$ cat src/rtl/led_pwm_bank.sv
// led_pwm_bank: a bank of CH LED PWM channels that share one period counter.
// A prescaler divides clk into PWM ticks. An optional per-channel phase
// stagger spreads the channels' on-windows across the period. New duties go
// through a shadow register and reach the channels only at a period wrap, so
// an output never glitches in the middle of a period.
module led_pwm_bank #(
  parameter int CH         = 4,
  parameter int DW         = 8,
  parameter int PRESCALE   = 1,
  parameter int ACTIVE_LOW = 1,
  parameter int STAGGER    = 1
) (
  input  logic             clk,
  input  logic             rst,
  input  logic             enable,
  input  logic [CH*DW-1:0] duty_in,
  input  logic             duty_valid,
  output logic             duty_ready,
  output logic [CH-1:0]    pwm_out,
  output logic             period_start
);

  // Prescaler width; a single bit is kept even when PRESCALE is 1.
  localparam int PW = (PRESCALE > 1) ? $clog2(PRESCALE) : 1;
  localparam logic [PW-1:0] PSC_LAST = PW'(PRESCALE - 1);
  localparam logic [DW-1:0] DUTY_MAX = '1;
  // Pin level that means "LED off".
  localparam logic OFF_LVL = (ACTIVE_LOW != 0);

  typedef enum logic {
    IDLE    = 1'b0,
    PENDING = 1'b1
  } state_t;

  // Phase offset of channel i: i * 2^DW / CH, truncated to DW bits.
  function automatic logic [DW-1:0] phase_offset(input int i);
    if (STAGGER == 0) begin
      return '0;
    end
    return DW'((longint'(i) << DW) / longint'(CH));
  endfunction

  // Compare one channel's phase with its duty. Full-scale duty is forced to
  // 100% on, so the single phase where ph == 2^DW-1 does not blip off.
  function automatic logic chan_on(input logic [DW-1:0] ph,
                                   input logic [DW-1:0] duty);
    if (duty == DUTY_MAX) begin
      return 1'b1;
    end
    if (duty == '0) begin
      return 1'b0;
    end
    return (ph < duty);
  endfunction

  logic [PW-1:0]    presc_q, presc_d;
  logic [DW-1:0]    cnt_q, cnt_d;
  logic             period_start_q, period_start_d;
  state_t           state_q, state_d;
  logic [CH*DW-1:0] shadow_q, shadow_d;
  logic [CH*DW-1:0] active_q, active_d;
  logic [CH-1:0]    pwm_q, pwm_d;
  logic             tick;
  logic             wrap;

  // Prescaler and period counter: both parked at zero while disabled.
  always_comb begin
    tick           = 1'b0;
    wrap           = 1'b0;
    presc_d        = '0;
    cnt_d          = '0;
    period_start_d = 1'b0;
    if (enable) begin
      tick    = (presc_q == PSC_LAST);
      presc_d = tick ? '0 : presc_q + 1'b1;
      cnt_d   = tick ? cnt_q + 1'b1 : cnt_q;
      wrap    = tick && (cnt_q == DUTY_MAX);
    end
    period_start_d = wrap;
  end

  // Duty update FSM: capture into shadow in IDLE, then promote shadow to the
  // active set at the next wrap. Disabling promotes at once, because no wrap
  // will arrive while the counter is held at zero.
  always_comb begin
    state_d  = state_q;
    shadow_d = shadow_q;
    active_d = active_q;
    case (state_q)
      IDLE: begin
        if (duty_valid) begin
          shadow_d = duty_in;
          state_d  = PENDING;
        end
      end
      PENDING: begin
        if (!enable || wrap) begin
          active_d = shadow_q;
          state_d  = IDLE;
        end
      end
      default: state_d = IDLE;
    endcase
  end

  // Per-channel compare against the current count. The result is registered
  // so each pin comes straight off a flop.
  always_comb begin
    pwm_d = {CH{OFF_LVL}};
    if (enable) begin
      for (int i = 0; i < CH; i++) begin
        pwm_d[i] = chan_on(cnt_q + phase_offset(i), active_q[i*DW +: DW])
                   ? ~OFF_LVL : OFF_LVL;
      end
    end
  end

  // Counter, period_start and FSM state registers.
  always_ff @(posedge clk or posedge rst) begin
    if (rst) begin
      presc_q        <= '0;
      cnt_q          <= '0;
      period_start_q <= 1'b0;
      state_q        <= IDLE;
    end else begin
      presc_q        <= presc_d;
      cnt_q          <= cnt_d;
      period_start_q <= period_start_d;
      state_q        <= state_d;
    end
  end

  // Duty registers and output pins. Reset drops any pending update and
  // forces every LED off.
  always_ff @(posedge clk or posedge rst) begin
    if (rst) begin
      shadow_q <= '0;
      active_q <= '0;
      pwm_q    <= {CH{OFF_LVL}};
    end else begin
      shadow_q <= shadow_d;
      active_q <= active_d;
      pwm_q    <= pwm_d;
    end
  end

  assign duty_ready   = (state_q == IDLE);
  assign pwm_out      = pwm_q;
  assign period_start = period_start_q;

endmodule

$ cat config.mk
export PLATFORM = sky130hd
export DESIGN_NAME = led_pwm_bank
export DESIGN_NICKNAME = d
export VERILOG_FILES = /design/src/rtl/led_pwm_bank.sv
export SDC_FILE = /design/constraint.sdc
export NUM_CORES = 1
export LEC_CHECK = 0
export ABC_AREA = 1
export CAP_MARGIN = 20
export CORE_MARGIN = 3
export CORE_UTILIZATION = 25
export DETAILED_ROUTE_END_ITERATION = 10
export HOLD_SLACK_MARGIN = 0.03
export SETUP_SLACK_MARGIN = 0.15
export SYNTH_ARGS = -nofsm -noshare
export SYNTH_HDL_FRONTEND = slang
export SYNTH_SLANG_ARGS = --single-unit
$ cat constraint.sdc
create_clock -name clk -period 2.6 [get_ports clk]
set_input_delay 0.52 -clock clk [delete_from_list [all_inputs] [get_ports clk]]
set_output_delay 0.52 -clock clk [all_outputs]
set_load 0.02 [all_outputs]
# Word level (Yosys, flattened, before mapping)

Cells that the tools add are included.

Input port bits: 36
RAM bits: 0
Bits in latches: 0
ROM bits: 0
Memories kept: 0
Word-level logic and storage cells: 86
Register bits after elaboration: 79

Magnitude comparators: 4
Shift-type cells: 0
Divide/modulo/power cells: 0
Mux-type cells: 53
Reduce and logical (&&, ||, !) cells: 9
Add/subtract/negate cells: 5
Equal/unequal tests: 6
Bitwise gates (word level): 2
Multipliers: 0

Operator list:

| kind                                          | count |
|---|---|
| two-way mux 1 bit                             | 49 |
| equality test 8 bit (second input constant)   | 5 |
| logical NOT 8 bit                             | 4 |
| less-than comparator 8 bit                    | 4 |
| adder 8 bit (second input constant)           | 2 |
| two-way mux 8 bit                             | 2 |
| adder 8 x 1 -> 8 bit (second input constant)  | 1 |
| adder 8 x 7 -> 8 bit (second input constant)  | 1 |
| two-way mux 4 bit                             | 1 |
| AND reduction 2 bit                           | 2 |
| inequality test 2 bit (second input constant) | 1 |
| inverter 1 bit                                | 2 |
| case mux 1 bit (2 select lines)               | 1 |
| adder 1 bit (second input constant)           | 1 |
| logical AND 1 bit                             | 1 |
| logical NOT 1 bit                             | 1 |
| logical OR 1 bit                              | 1 |

# Logic depth before layout (Yosys ltp)

Depth in word-level cells: 10
Depth in mapped cells: 11

# Least setup slack after synthesis

No wires, ideal clock.

Path type: register to register
Start point: reg cnt_q[6]
End point: reg pwm_q[1], in the netlist pwm_out[1]
Path buffers: 0
Data arrival time: 1.497 ns
Setup time: 0.086 ns
Path slack: 1.017 ns
Cell stages (with the launch flop): 11
Cell sequence: dfrtp_1 -> ha_1 -> ha_1 -> nand2_1 -> inv_1 -> a21oi_1 -> nand2_1 -> nor2_1 -> nand2_1 -> nand2_1 -> nand2_1

Word-level cells in the longest chain between the ends: 7

RTL lines:

| item                       | RTL line | source |
|---|---|---|
| start: declaration         | 57       | `logic [DW-1:0] cnt_q, cnt_d;` |
| start signal: assignment   | 127      | `cnt_q <= cnt_d;` |
| adder 8 x 7 -> 8 bit       | 112      | `pwm_d[i] = chan_on(cnt_q + phase_offset(i), active_q[i*DW +: DW])` |
| less-than comparator 8 bit | 53       | `return (ph < duty);` |
| two-way mux 1 bit          | 53       |  |
| two-way mux 1 bit          | 50       | `if (duty == '0) begin` |
| two-way mux 1 bit          | 110      | `if (enable) begin` |
| two-way mux 1 bit          | 113      | `? ~OFF_LVL : OFF_LVL;` |
| two-way mux 4 bit          | 110      |  |
| named net pwm_d[1]         | 62       | `logic [CH-1:0] pwm_q, pwm_d;` |
| end signal: assignment     | 139      | `pwm_q <= {CH{OFF_LVL}};` |
| end signal: assignment     | 143      | `pwm_q <= pwm_d;` |
| end: declaration           | 62       |  |

The timed path passes the listed nets, and every way through them passes these cells. The select of a mux whose other input is x is not followed.
A chain may end at the register's enable or synchronous reset.

# Worst setup path in the final report

Start point: reg cnt_q[1]
End point: reg active_q[3]

Word-level cells in the longest chain between the ends: 5

RTL lines:

| item                                 | RTL line | source |
|---|---|---|
| equality test 8 bit                  | 77       | `wrap = tick && (cnt_q == DUTY_MAX);` |
| logical AND 1 bit                    | 77       |  |
| two-way mux 1 bit                    | 73       | `if (enable) begin` |
| logical OR 1 bit                     | 97       | `if (!enable \|\| wrap) begin` |
| AND reduction 2 bit (no source line) | -        |  |
| end signal: assignment               | 142      | `active_q <= active_d;` |
| end: declaration                     | 61       | `logic [CH*DW-1:0] active_q, active_d;` |

No other way between the ends.

==> results.json <==
{
  "io_buffers": 41,
  "detail_route.wl_per_cell_microns": 12.0,
  "worst_hold_path_type": "flop to flop",
  "pin_count": 42,
  "slew_viol_final": 0,
  "slew_headroom": 0.684,
  "final_area_sq_um": 5030,
  "worstSetupEndpoint": "active_q[3]",
  "holdBufCountCts": 0,
  "numCtsBuffers": 9,
  "fillers": 1644,
  "crit_type": "flop to flop",
  "min_period_ns": 1.97,
  "die_x_microns": 134,
  "power_density_nw_per_um2": 827,
  "grt_pass1_vias": 3156,
  "grt_overflow": 0,
  "worst-path-max-fanout": 34,
  "setup_viol": 0,
  "fin_tns_setup_ns": 0,
  "post_cts_buffers": 0,
  "synth_top_area_share": 0.456,
  "netlist_top_cells_area": "dfrtp_1 (46%), nand2_1 (14%), ha_1 (9.2%)",
  "rrSetupSlack_ns": 0.63,
  "routed_wl_microns": 8570,
  "fin_crit_sh": 0.759,
  "ys_ff_latch": 78,
  "drive_gt1_frac": 0.125,
  "placedInstanceArea_sq_um": 4690,
  "status": "finished, final reports clean",
  "clk_pin_slew_ns": 0.06,
  "cts_buffer_depth": 2,
  "num_antenna_cells": 0,
  "start_kind": "flop",
  "tritoncts": "built",
  "p_leak_nw": 2.49,
  "drtPass1Iterations": 4,
  "synth_fp_nets": 522,
  "ys_seq_area_frac": 0.481,
  "grt_max_degree": 79,
  "dp_hpwl_microns": 6200,
  "cp-end-kind": "flop",
  "tightest_slew_ns": 0.472,
  "synth_top_cell_by_area": "dfrtp_1",
  "nNetsFinal": 564,
  "drtAntennaViolNets": 0,
  "rows": 45,
  "drc": 0,
  "routed_via_density": 4.17,
  "cts_num_sinks": 78,
  "core_sq_um": 15500,
  "drtIter0Drc": 160,
  "drv_cap": 0,
  "reg2reg_from": "cnt_q[1]",
  "worst_ep_required_time_ns": 2.82,
  "critPathArrivalTime_ns": 2.19,
  "finClkSkew_ns": 0.00703,
  "p_total_w": 0.00417,
  "max_freq_mhz": 507,
  "insertion_delay_ns": 0.33,
  "rsz0062_at_grt": "no",
  "die_y_microns": 134,
  "htreeDepth": 3,
  "worstSetupStartpoint": "cnt_q[1]",
  "grt_pass1_wl_microns": 14900,
  "gp_congestion": 0.814,
  "r2r_cells": 10,
  "yosysWarnings": 0,
  "die_area_sq_um": 17800,
  "synth_cell_types": 22,
  "synth_area_sq_um": 4070,
  "finalHoldViolCount": 0,
  "vias": 2980,
  "area_delta_synth_final_pct": 23.9,
  "syn_inst": 456,
  "clockRootBuffer": "clkbuf_16",
  "start_util": 0.262,
  "gr-usage-all-layers": 0.105,
  "r2r-end": "active_q[3]",
  "max-vdd-ir-drop_v": 0.000309,
  "syn_avg_cell_area_sq_um": 8.91,
  "antenna_found_initial": 0,
  "post_cts_resized": 0
}
synthesized netlist by cell type, drive strengths merged:
cell type	number
buf	10
nand3	38
a21oi	12
mux2	32
nor3	4
ha	30
inv	55
o21ai	6
dfrtp	74
nand2	151
nor4	5
nor2	31
clkbuf	4
dfstp	4
routing by layer:
metal,vias to the layer above,GRT usage,wire [microns]
li1,1537,-,-
met4,0,0.0434,178
met3,16,0.0264,333
met1,1377,0.130,3950
met2,50,0.174,4110
met5,-,0,0
stage by stage:
step                instances  hold WS, ns  worst slack, ns   util
floorplan                 456        0.442             1.02      -
global placement          698        0.462            0.612  0.302
detailed placement        698        0.464            0.563  0.302
CTS                       714        0.480            0.591  0.324
global route              714        0.495            0.394  0.324
finish                    714        0.474            0.626  0.324
critical path, cell delays in order (launching register included):
cell and delay (ns):
dfrtp_1 0.50, ha_1 0.22, nand2_1 0.07, inv_2 0.09, nand3_2 0.09, nor2_4 0.15, nand2_4 0.08, nand2_8 0.18
nand2_4 0.25, nand2_1 0.14, nand2_1 0.05
worst min-delay path by stage:
stage | from | slack [ns] | cells past startpoint | end
2_1_floorplan | active_q[10] | 0.44 | 2 | active_q[10]
3_3_place_gp | active_q[9] | 0.46 | 2 | active_q[9]
3_5_place_dp | active_q[9] | 0.46 | 2 | active_q[9]
4_1_cts | active_q[12] | 0.48 | 2 | active_q[12]
5_1_grt | active_q[15] | 0.49 | 2 | active_q[15]
6_report | active_q[12] | 0.47 | 2 | active_q[12]
cells in the final DEF, fill, tap and decap left out, drive strengths merged, types with 6 or more instances in the layout:
cell,synthesis,routed
nor2,31,31
dfrtp,74,74
inv,55,54
ha,30,30
clkbuf,4,12
nand3,38,38
o21ai,6,6
clkdlybuf4s50,0,41
a21oi,12,12
mux2,32,32
nand2,151,151
report_power, final:
part           total, W  switching, W  internal (W)  leakage, nW
Combinational   0.00102      0.000569      0.000452         1.38
Sequential      0.00172      0.000198       0.00152        0.948
Clock           0.00143      0.000466      0.000963        0.167
Total           0.00417       0.00123       0.00293         2.49
registers in the layout, summed over array words and instances (netlist names):
signal and flops:
shadow_q 32, period_start 1, pwm_out 4, state_q 1
cnt_q 8, active_q 32
final cells by class:
| type | instances | area, sq um | area share |
|---|---|---|---|
| flip-flops and latches | 78 | 1960 | 0.389 |
| multi-input cells | 309 | 1800 | 0.357 |
| repair buffers | 45 | 465 | 0.0924 |
| well taps | 211 | 264 | 0.0524 |
| clock buffers | 12 | 246 | 0.0490 |
| inverters | 55 | 210 | 0.0417 |
| clock inverters | 4 | 95.1 | 0.0189 |
kinds of logic (layout without fill, tap and decap cells):
kind of cell,after synthesis,count (layout),synth area share
multiplexers,32,32,0.0886
buffers and inverters,69,116,0.0766
adder cells (fa/ha/maj),30,30,0.0923
flip-flops,78,78,0.481
AND/OR/NAND/NOR,229,229,0.239
AO/OA/AOI/OAI,18,18,0.0222
Note: power is estimated with default switching activity, not from simulation.
